===== src/rtl/pwm_duty_decoder.sv =====
// PWM receive-side decoder: measures period and high time in clk cycles and reports duty in tenths.
// Define PWM_DEC_GLITCH_FILTER_EN to insert a 3-sample majority filter after the synchronizer.
module pwm_duty_decoder #(
    parameter int unsigned CNT_W = 16
) (
    input  logic             clk,
    input  logic             rst_n,
    input  logic             ena,
    input  logic             pwm_in,
    output logic [CNT_W-1:0] period_cnt,
    output logic [CNT_W-1:0] high_cnt,
    output logic [3:0]       duty_tenths,
    output logic             valid,
    output logic             stuck
);
    localparam int unsigned PROD_W = CNT_W + 4;
    localparam logic [CNT_W-1:0] CntMax = '1;
    localparam logic [CNT_W-1:0] CntOne = CNT_W'(1);

    typedef enum logic [1:0] {StIdle, StHigh, StLow} state_e;

    logic sync1_q, sync2_q;
    logic s, s_q;
    logic rise, fall;

    always_ff @(posedge clk or negedge rst_n) begin
        if (!rst_n) begin
            sync1_q <= 1'b0;
            sync2_q <= 1'b0;
        end else begin
            sync1_q <= pwm_in;
            sync2_q <= sync1_q;
        end
    end

`ifdef PWM_DEC_GLITCH_FILTER_EN
    logic hist0_q, hist1_q, filt_q;

    // s only moves once two of the last three synchronized samples agree
    always_ff @(posedge clk or negedge rst_n) begin
        if (!rst_n) begin
            hist0_q <= 1'b0;
            hist1_q <= 1'b0;
            filt_q  <= 1'b0;
        end else begin
            hist0_q <= sync2_q;
            hist1_q <= hist0_q;
            filt_q  <= (sync2_q & hist0_q) | (sync2_q & hist1_q) | (hist0_q & hist1_q);
        end
    end

    assign s = filt_q;
`else
    assign s = sync2_q;
`endif

    always_ff @(posedge clk or negedge rst_n) begin
        if (!rst_n) begin
            s_q <= 1'b0;
        end else begin
            s_q <= s;
        end
    end

    assign rise = s & ~s_q;
    assign fall = ~s & s_q;

    state_e            state_q;
    logic [CNT_W-1:0]  cnt_q, cnt_d;
    logic [CNT_W-1:0]  high_cap_q;
    logic              cnt_sat;
    logic              accept_rise;
    logic              cap_en;
    logic              cap_stuck;
    logic [CNT_W-1:0]  cap_high;
    logic [PROD_W-1:0] cap_prod;

    logic              s1_valid_q;
    logic              s1_stuck_q;
    logic [CNT_W-1:0]  s1_period_q;
    logic [CNT_W-1:0]  s1_high_q;
    logic [PROD_W-1:0] s1_prod_q;
    logic [3:0]        duty_d;

    // Capture decode; a saturated counter wins over any edge seen in the same cycle.
    always_comb begin
        cnt_sat     = (cnt_q == CntMax);
        accept_rise = 1'b0;
        cap_en      = 1'b0;
        cap_stuck   = 1'b0;
        cap_high    = high_cap_q;
        case (state_q)
            StIdle: begin
                accept_rise = rise;
            end
            StHigh: begin
                if (cnt_sat) begin
                    cap_en    = 1'b1;
                    cap_stuck = 1'b1;
                    cap_high  = CntMax;
                end
            end
            StLow: begin
                if (cnt_sat) begin
                    cap_en    = 1'b1;
                    cap_stuck = 1'b1;
                end else if (rise) begin
                    cap_en      = 1'b1;
                    accept_rise = 1'b1;
                end
            end
            default: begin
                accept_rise = 1'b0;
            end
        endcase

        if (accept_rise) begin
            cnt_d = CntOne;
        end else if (cnt_sat) begin
            cnt_d = cnt_q;
        end else begin
            cnt_d = cnt_q + CntOne;
        end

        cap_prod = ({4'b0000, cap_high} << 3) + ({4'b0000, cap_high} << 1);
    end

    // Quantize without a divider: count the multiples k*period that fit under 10*high.
    always_comb begin
        duty_d = 4'd0;
        for (int k = 1; k <= 10; k++) begin
            if (PROD_W'(s1_period_q) * PROD_W'(k) <= s1_prod_q) begin
                duty_d = duty_d + 4'd1;
            end
        end
    end

    always_ff @(posedge clk or negedge rst_n) begin
        if (!rst_n) begin
            state_q     <= StIdle;
            cnt_q       <= '0;
            high_cap_q  <= '0;
            s1_valid_q  <= 1'b0;
            s1_stuck_q  <= 1'b0;
            s1_period_q <= '0;
            s1_high_q   <= '0;
            s1_prod_q   <= '0;
            period_cnt  <= '0;
            high_cnt    <= '0;
            duty_tenths <= 4'd0;
            valid       <= 1'b0;
            stuck       <= 1'b0;
        end else if (!ena) begin
            // Drop the measurement and anything in flight; result outputs keep their values.
            state_q    <= StIdle;
            cnt_q      <= '0;
            s1_valid_q <= 1'b0;
            valid      <= 1'b0;
        end else begin
            cnt_q      <= cnt_d;
            s1_valid_q <= cap_en;
            valid      <= s1_valid_q;

            if (cap_en) begin
                s1_period_q <= cnt_q;
                s1_high_q   <= cap_high;
                s1_prod_q   <= cap_prod;
                s1_stuck_q  <= cap_stuck;
            end

            if (s1_valid_q) begin
                period_cnt  <= s1_period_q;
                high_cnt    <= s1_high_q;
                duty_tenths <= duty_d;
                stuck       <= s1_stuck_q;
            end

            case (state_q)
                StIdle: begin
                    if (rise) begin
                        state_q <= StHigh;
                    end
                end
                StHigh: begin
                    if (cnt_sat) begin
                        state_q <= StIdle;
                    end else if (fall) begin
                        high_cap_q <= cnt_q;
                        state_q    <= StLow;
                    end
                end
                StLow: begin
                    if (cnt_sat) begin
                        state_q <= StIdle;
                    end else if (rise) begin
                        state_q <= StHigh;
                    end
                end
                default: begin
                    state_q <= StIdle;
                end
            endcase
        end
    end

endmodule


===== config.mk =====
export PLATFORM = sky130hd
export DESIGN_NAME = pwm_duty_decoder
export DESIGN_NICKNAME = d
export VERILOG_FILES = /design/src/rtl/pwm_duty_decoder.sv
export SDC_FILE = /design/constraint.sdc
export NUM_CORES = 1
export LEC_CHECK = 0
export ABC_AREA = 1
export BUFFER_PORTS_ARGS = -buffer_cell sky130_fd_sc_hd__buf_2
export CAP_MARGIN = 10
export CORE_MARGIN = 2
export CORE_UTILIZATION = 50
export CTS_CLUSTER_DIAMETER = 100
export DETAILED_ROUTE_END_ITERATION = 16
export HOLD_SLACK_MARGIN = 0.06
export PLACE_DENSITY = 0.66
export SLEW_MARGIN = 5
export SYNTH_ARGS = -nofsm -noshare
export SYNTH_HDL_FRONTEND = slang
export SYNTH_SLANG_ARGS = --single-unit

===== constraint.sdc =====
create_clock -name clk -period 13.9 [get_ports clk]
set_input_delay 1.39 -clock clk [delete_from_list [all_inputs] [get_ports clk]]
set_output_delay 1.39 -clock clk [all_outputs]
set_load 0.03 [all_outputs]

After elaboration in Yosys (flattened, before gate mapping)
Index checks and enable logic that the tools add are counted.

Flip-flop bits (word level): 129. Input bits: 4. Output and inout bits: 38. Word-level logic and storage cells: 88.

Mux-type cells: 30. Reductions and logical operators: 5. Equality and inequality tests: 5. $mul: 6. Add/subtract/negate cells: 11. Bitwise gates (word level): 5. Order comparisons: 10.

Operator list (number): less-or-equal comparator 19 x 20 -> 1 bit (4); two-way mux 16 bit (5); multiplier 16 x 3 -> 19 bit, second input constant (3); less-or-equal comparator 18 x 20 -> 1 bit (2); less-or-equal comparator 20 bit (2); multiplier 16 x 2 -> 18 bit, second input constant (2); two-way mux 4 bit (9); adder 4 x 1 -> 4 bit, second input constant (8); adder 19 x 17 -> 20 bit (1); less-or-equal comparator 16 x 20 -> 1 bit (1); less-or-equal comparator 17 x 20 -> 1 bit (1); multiplier 16 x 4 -> 20 bit, second input constant (1); adder 16 x 1 -> 16 bit, second input constant (1); == test 16 bit, second input constant (1); two-way mux 2 bit (5); two-way mux 1 bit (8); case mux 2 bit (3 select lines) (1); inequality test 4 bit, second input constant (1); case mux 1 bit (2 select lines) (2); AND reduction 2 bit (2); AND reduction 4 bit (1); inequality test 3 x 2 -> 1 bit, second input constant (1); NOT 1 bit (3); adder 1 x 1 -> 2 bit, second input constant (1); 5 further kinds (6).

Logic depth before layout (Yosys ltp)
Gate-level depths: netlist of the first run.

Depth in word-level cells: 20. Gate-level depth with buffers: 56. Mapped depth without buffers: 56.

Least setup slack after synthesis of the first run
No wires, ideal clock.

Kind: flip-flop to flip-flop. Start: reg s1_period_q[1]. End: reg duty_tenths[1]. Period minus slack after synthesis: 7031 ps. Arrival: 6904 ps. Setup time: 126 ps. Data required time: 13774 ps. Setup slack: 6869 ps. Path buffers: 0. Cell stages (with the launch flop): 50. Cells stage by stage: dfrtp_1 ha_1 inv_1 fa_1 nand3b_1 and2_1 nor2_1 o21ai_0 nand2_1 a21oi_1 o21bai_1 a31oi_1 o21ai_0 nand2_1 nand2_1 nand2_1 nand2_1 xor2_1 [14 not listed] nor2_1 o31ai_1 ha_1 or2_2 nand2_1 inv_1 nand2_2 inv_2 o31ai_1 ha_1 or2_2 nand2_1 nand2_1 o21ai_0 inv_1 ha_1 o21ai_0 o21ai_0.

Longest elaborated chain between the ends: 20. Elaborated cells on any way between the ends: 35. Classes of those cells: add/sub: 9; mul: 6; order compare: 10; mux: 10.

Ends and longest elaborated chain: start, declared (line 80) `logic [CNT_W-1:0] s1_period_q;`; start signal, assigned (line 165) `s1_period_q <= cnt_q;`; branches (longest 19 deep; another with less-or-equal comparator 18 x 20 -> 1 bit); two-way mux 4 bit (*) (line 132) `if (PROD_W'(s1_period_q) * PROD_W'(k) <= s1_prod_q) begin`; end signal, assigned (line 174) `duty_tenths <= duty_d;`; end, declared (line 12) `output logic [3:0] duty_tenths,`.

Mark *: on every way between the ends. A chain may end at the register's enable or synchronous reset.

Worst setup path after layout of the first run
Same ends and word-level chain as after synthesis.

==> results of run 1 <==
[layer usage]
layer  global-route usage  vias up  wire length, µm
met5                    0        -                0
met4               0.0888        0             1060
met3               0.0503       53             1990
li1                     -     6056                -
met2                0.424      248            15700
met1                0.347     5500            16800
[power by group through the flow]
stage	registers [mW]	logic, mW	clock network (mW)
finish	0.414	0.240	0.476
global route	0.418	0.274	0.501
CTS	0.414	0.240	0.481
detailed placement	0.421	0.237	0
global placement	0.420	0.232	0
floorplan	0.429	0.145	0
[worst max-delay path, delay by kind of cell (launching register included)]
kind	cells	cell delay [ps]
XOR/XNOR	1	200
AND/OR/NAND/NOR	25	2660
adder cells (fa/ha/maj)	7	2070
buffers and inverters	6	340
AO/OA/AOI/OAI	10	1760
flip-flops	1	650
[synth_stat cells (16+ instances only)]
| cell type | instances |
|---|---|
| nor3_1 | 18 |
| a21oi_1 | 137 |
| nand2_1 | 392 |
| xnor2_1 | 19 |
| ha_1 | 278 |
| dfrtp_1 | 126 |
| o21bai_1 | 18 |
| nand4_1 | 16 |
| inv_1 | 248 |
| fa_1 | 20 |
| nand2_2 | 16 |
| nand3_1 | 67 |
| o21ai_0 | 141 |
| or2_2 | 17 |
| nor2_1 | 99 |
| xor2_1 | 39 |
[logic make-up (layout without fill, tap and decap cells)]
logic type / count (synthesis) / count (layout)
DFF: 126 / 126
AOI/OAI and AO/OA: 347 / 347
and+or+nand+nor: 672 / 672
other: 0 / 1
buffers and inverters: 274 / 339
adders and majority gates: 298 / 298
xor gates and xnor gates: 58 / 58
[through the flow]
stage	instance area, µm²	hold WS (ps)	std cells	setup WS [ps]	utilization
5_1_grt	14800	388	2181	5260	0.552
4_1_cts	14800	365	2180	6110	0.552
3_3_place_gp	14200	332	2148	6280	0.529
2_1_floorplan	13500	331	1775	6870	-
6_report	14800	358	2182	6110	0.552
3_5_place_dp	14200	350	2148	6140	0.529
[area by class of cell]
type,count,area share
sequential,126,0.213
clock inverter,14,0.0115
antenna,1,0.000169
inverter,252,0.0639
tap,341,0.0288
multi-input combinational,1375,0.631
timing repair buffer,55,0.0219
clock buffer,18,0.0297
[path summary, 6_finish.rpt]
kind / end / from / depth (start not counted) / slack (ps)
min reg2reg: s / sync1_q / 0 / 360
max reg2reg: duty_tenths[1] / s1_period_q[1] / 49 / 6110
min in group asynchronous: sync1_q / rst_n / 1 / 900
max in group asynchronous: s1_period_q[8] / rst_n / 2 / 11660
max: duty_tenths[1] / s1_period_q[1] / 49 / 6110
min: s / sync1_q / 0 / 360
[flip-flops by register name (all words and copies together) (netlist names)]
name         count
cnt_q           16
duty_tenths      4
high_cap_q      16
high_cnt        16
period_cnt      16
s                1
s1_high_q       16
s1_period_q     16
s1_prod_q       17
s1_stuck_q       1
s1_valid_q       1
s_q              1
state_q          2
stuck            1
sync1_q          1
valid            1
[cell usage in the layout (no fill, tap or decap), drive strengths merged, types with 3 or more instances in the layout]
master  synthesis  routed
nor4            6       6
nand3          79      79
xnor2          19      19
dfrtp         126     126
or2            18      18
nand4          17      17
clkbuf         15      18
a211oi          6       6
xor2           39      39
o21ai         141     141
nand2         411     411
ha            278     278
fa             20      20
a21o            7       7
nor3           18      18
and2            4       4
o21bai         18      18
nand3b          7       7
a21oi         137     137
inv           252     260
o21a            5       5
nor2          108     108
buf             7      55
o211ai          9       9
o31ai           6       6
o22ai           3       3
o221ai          3       3
==> run_results.csv, run 1 <==
group,metric,value,unit
cts,cts-htree-levels,4,
route,num_vias,11900,
floorplan,io_pins,42,
hold_path,hold_class,"reg2reg",
route,drtIter0Drc,545,
synthesis,syn_area,13500,µm²
sta,maxSlewHeadroom,0.369,
synthesis,synthSimpleGateAreaFrac,0.224,
synthesis,synthMuxAreaShare,0,
synthesis,async_reset_ff_frac,1.00,
cts,cts-root-buf,"clkbuf_16",
power_and_ir_drop,swShare,0.342,
cts,cts_max_path_buffers,2,
critical_path,cp.arrival,8100,ps
synthesis,synthTopCellsByArea,"ha_1, dfrtp_1, nand2_1",
layout,drive_gt1_frac,0.0826,
cts,cts_hold_buf,0,
layout,fill_cells,2538,
synthesis,synth_seq_cells,126,
sta,worst_slew_pin_slew,947,ps
power_and_ir_drop,pwr-share-clk,0.421,
route,vias_per_cell,5.43,
sta,setup_violations,0,
critical_path,end_kind,"flip-flop",
flow_run,cap_violations,0,
layout,multi_input_area,9350,µm²
power_and_ir_drop,power.density,76.4,nW/µm²
layout,ff_latch_area,3150,µm²
critical_path,critPathLaunchType,"flip-flop",
synthesis,yosys.area.top_type_share,0.257,
power_and_ir_drop,power.total,1.13,mW
cts,cts_buffers,17,
synthesis,synth_compound_area_frac,0.142,
sta,max_freq,128,MHz
cts,clkSinkCount,126,
synthesis,synth_xor_area_frac,0.0375,
synthesis,synthFlopType,"dfrtp_1",
floorplan,die_w,169,µm
global_routing,grt-ovfl-total,0,
cts,cts_tree,"done",
power_and_ir_drop,leakage,8.60,nW
route,avgRoutedWirePerCell,16.3,µm
sta,grt_setup_unrepaired,"false",
sta,period_needed,7790,ps
cts,cts-resized-gates,0,
sta,hold_violations,0,
floorplan,num_rows,60,
layout,nNetsFinal,2129,
synthesis,yosysSeqAreaShare,0.233,
power_and_ir_drop,peakVddDrop,77.4,µV
power_and_ir_drop,p_int,0.744,mW
critical_path,required,14200,ps
route,ant_nets,0,
route,routed_wl,35500,µm
floorplan,start_util,0.505,
route,drt-pass1-iter-count,7,
power_and_ir_drop,seqPwrFrac,0.367,
layout,areaGrowthSynthToFinish,9.36,%
critical_path,path_max_fanout,11,
synthesis,syn_inst,1775,
synthesis,synth_top_family_by_area,"adder cells",
global_routing,grt.total_usage,0.260,
global_routing,grt_pass1_wl,58700,µm
critical_path,crit_type,"reg2reg",
synthesis,avgSynthCellArea,7.63,µm²
floorplan,die_h,169,µm
critical_path,slowest_stage,"dfrtp_1",
floorplan,core-area,26800,µm²
placed_design,io_buffers,41,
floorplan,dieArea,28400,µm²
power_and_ir_drop,p_switching,0.387,mW
critical_path,cp_common_cell,"nand2_1",
critical_path,critical-path-max-stage-delay,650,ps
global_routing,grt_pass1_vias,11600,
synthesis,yosysTopAreaCell,"ha_1",
sta,final.setup.tns,0,ps
global_routing,grt_max_degree,75,
placed_design,place_hpwl,27200,µm
synthesis,synth_edf_count,0,
global_routing,grt_antenna_before_repair,0,
cts,clk_latency,430,ps
synthesis,ys_types,52,
route,drc,0,
run_status,status,"finished, final reports clean",
cts,clk_pin_slew,60,ps
synthesis,yosys_warnings,0,
power_and_ir_drop,comb_power_share,0.212,
synthesis,synth_fa_ha_area_frac,0.286,
cts,cts_setup_buffers,0,
sta,fin_crit_sh,0.561,
placed_design,gp_congestion,0.882,
sta,fin_skew,11.3,ps
sta,slew_viol_final,0,
synthesis,synth_fp_nets,2077,
(Power assumes the default switching activity.)
==> inputs of run 2 (changes only) <==
--- a/config.mk
+++ b/config.mk
@@ -5,7 +5,7 @@
 export SDC_FILE = /design/constraint.sdc
 export NUM_CORES = 1
 export LEC_CHECK = 0
-export ABC_AREA = 1
+export ABC_AREA = 0
 export BUFFER_PORTS_ARGS = -buffer_cell sky130_fd_sc_hd__buf_2
 export CAP_MARGIN = 10
 export CORE_MARGIN = 2
==> constraint.sdc (replaced) <==
create_clock -name clk -period 7.4 [get_ports clk]
set_input_delay 0.74 -clock clk [delete_from_list [all_inputs] [get_ports clk]]
set_output_delay 0.74 -clock clk [all_outputs]
set_load 0.03 [all_outputs]
==> run 2 against run 1 <==
The flow now finishes with violations (negative setup slack). Power grew to 3.9 times the previous value. Core utilization is 4.9 points higher. Sequential power is 79% higher. Combinational power grew to 12 times the previous value. Final cell count is 11% lower. First-iteration DRC count is 2.9% lower. Sequential cell count stayed put. Clock power is 77% higher. Sequential share of layout area is 0.90 points lower. Setup slack worse by 6500 ps. Synthesized area is 4.0% lower. Largest cell class unchanged. Largest power group is now combinational logic.
==> run_results.csv, run 2 <==
group,metric,value,unit
cts,cts_tree,"done",
floorplan,dieArea,27300,µm²
sta,grt_setup_unrepaired,"true",
layout,largest_reg_flops,17,
floorplan,io_pins,42,
global_routing,grt_pass1_wl,55700,µm
hold_path,hold_class,"in2async",
synthesis,synthFlopType,"dfrtp_1",
global_routing,grt-ovfl-total,0,
route,avgRoutedWirePerCell,17.9,µm
floorplan,core-area,25800,µm²
synthesis,yosysMostFrequentCell,"ha_1",
sta,slew_viol_final,0,
critical_path,crit_type,"reg2reg",
critical_path,critPathLaunchType,"flip-flop",
layout,nNetsFinal,1897,
sta,worst_slew_pin_slew,1210,ps
layout,areaGrowthSynthToFinish,19.1,%
critical_path,critical-path-max-stage-delay,450,ps
cts,clk_pin_slew,60,ps
layout,top_register,"s1_prod_q",
synthesis,synthTopCellsByArea,"ha_1, dfrtp_1, nand2_1",
synthesis,synth_top_family_by_area,"adder cells",
critical_path,r2r-start,"s1_period_q[1]",
synthesis,yosys.area.top_type_share,0.268,
synthesis,synth_edf_count,0,
synthesis,yosysSeqAreaShare,0.243,
critical_path,required,7650,ps
layout,final_common_cell,"ha_1",
route,ant_nets,0,
route,drtIter0Drc,529,
synthesis,yosysTopAreaCell,"ha_1",
critical_path,crit_start,"s1_period_q[1]",
run_status,status,"finished, violations left",
synthesis,synthTopCellsByCount,"ha_1, nand2_1, dfrtp_1, a21oi_1, o21ai_0",
cts,cts_buffers,17,
synthesis,ys_types,73,
sta,hold_violations,0,
route,drc,0,
critical_path,path_max_fanout,5,
critical_path,end_kind,"flip-flop",
sta,maxSlewHeadroom,0.182,
placed_design,place_hpwl,26400,µm
sta,fin_crit_sh,1.06,
global_routing,grt_max_degree,74,
power_and_ir_drop,leakage,7.93,nW
synthesis,synth_fa_ha_area_frac,0.298,
critical_path,slowest_stage,"dfrtp_2",
floorplan,num_rows,59,
global_routing,grt_antenna_before_repair,0,
layout,final_area,15500,µm²
synthesis,async_reset_ff_frac,1.00,
synthesis,syn_area,13000,µm²
cts,cts-root-buf,"clkbuf_16",
power_and_ir_drop,peakVddDrop,354,µV
synthesis,synthMuxAreaShare,0.0467,
global_routing,grt_pass1_vias,11100,
route,num_vias,11100,
sta,period_needed,7840,ps
global_routing,grt.total_usage,0.260,
synthesis,avgSynthCellArea,9.11,µm²
placed_design,detailed_place.area,14400,µm²
synthesis,synth_seq_cells,126,
sta,max_freq,128,MHz
layout,drive_gt1_frac,0.200,
route,drt-pass1-iter-count,5,
placed_design,dp_slack,-467,ps
critical_path,cp.arrival,8090,ps
synthesis,yosys_warnings,0,
sta,setup_violations,3,
synthesis,synth_fp_nets,1729,
critical_path,ff2ff_setup_slack,-440,ps
cts,clk_latency,410,ps
power_and_ir_drop,power.density,282,nW/µm²
cts,clkSinkCount,126,
critical_path,rr_worst_depth,44,
floorplan,die_h,165,µm
placed_design,gp_congestion,0.865,
synthesis,synth_compound_area_frac,0.155,
floorplan,start_util,0.505,
flow_run,cap_violations,0,
placed_design,io_buffers,41,
power_and_ir_drop,power.total,4.37,mW
synthesis,syn_inst,1427,
cts,cts-htree-levels,4,
sta,fin_skew,13.8,ps
sta,layout_setup_ws,-440,ps
synthesis,synthSimpleGateAreaFrac,0.157,
sta,final.setup.tns,-981,ps
cts,cts_max_path_buffers,2,
layout,diodes,0,
layout,mostFrequentLayoutCells,"ha_1, nand2_1, buf_4",
synthesis,synth_xor_area_frac,0.0676,
cts,cts_hold_buf,0,
route,routed_wl,34700,µm
run_status,violations,"negative setup slack",
floorplan,die_w,165,µm
critical_path,timing.rr.end,"duty_tenths[3]",
route,vias_per_cell,5.72,
run 2: cell types whose count changed in the layout (fill, tap and decap cells not counted), moves of 39 or more:
cell,previous run,this run
nand3_1,67,23
a21oi_1,137,96
buf_4,13,132
o21ai_0,141,75
xnor2_1,19,58
nand2_1,391,164
inv_1,248,82
mux2_2,0,43
run 2: critical path, delay by kind of cell (launching register included):
kind,cells,cell delay [ps]
simple gates,10,1280
xor+xnor,6,1020
mux,1,110
buf+inv,3,380
fa+ha+maj,6,1450
compound gates,18,3010
flops,1,450
run 2: what timing repair did:
action | 4_1_cts | 5_1_grt
resized for setup | 26 | 24
setup buffers | 25 | 9
gates cloned | 0 | 0
pin swaps | 27 | 12
setup endpoints to repair | 3 | 4
run 2: routing by layer:
layer / global-route usage / routed length, µm
met1: 0.333 / 15500
met2: 0.459 / 16900
met3: 0.0220 / 1190
met4: 0.0960 / 1160
met5: 0 / 0
run 2: area by class of cell:
cell class / count / area [µm²]
multi-input cells: 1188 / 9720
clock inverters: 10 / 138
flip-flops and latches: 126 / 3160
fillers: 2195 / 10300
inverters: 85 / 322
well taps: 335 / 419
clock buffers: 22 / 464
repair buffers: 177 / 1260
run 2: worst max path at each step:
| stage | endpoint | slack [ps] | cells after the start |
|---|---|---|---|
| finish | duty_tenths[3] | -440 | 44 |
| global placement | duty_tenths[3] | -280 | 43 |
| global route | duty_tenths[3] | -950 | 44 |
| CTS | duty_tenths[3] | -220 | 44 |
| floorplan | duty_tenths[3] | -130 | 43 |
| detailed placement | duty_tenths[3] | -470 | 43 |
run 2: metrics by stage:
stage                     std cells  hold WS (ps)   util
after floorplan                1427           331      -
after global placement         1881           348  0.559
after detailed placement       1881           341  0.559
after CTS                      1936           362  0.595
after global routing           1943           372  0.601
final                          1943           337  0.601
run 2: kinds of logic after synthesis:
kind of cell    count (synthesis)
compound gates                326
xor+xnor                       91
fa+ha+maj                     298
mux                            55
flops                         126
simple gates                  418
buf+inv                       113
run 2: power breakdown:
part	switching, mW	total (mW)	internal (mW)
clock	0.295	0.842	0.547
sequential	0.0212	0.740	0.719
combinational	1.38	2.79	1.42
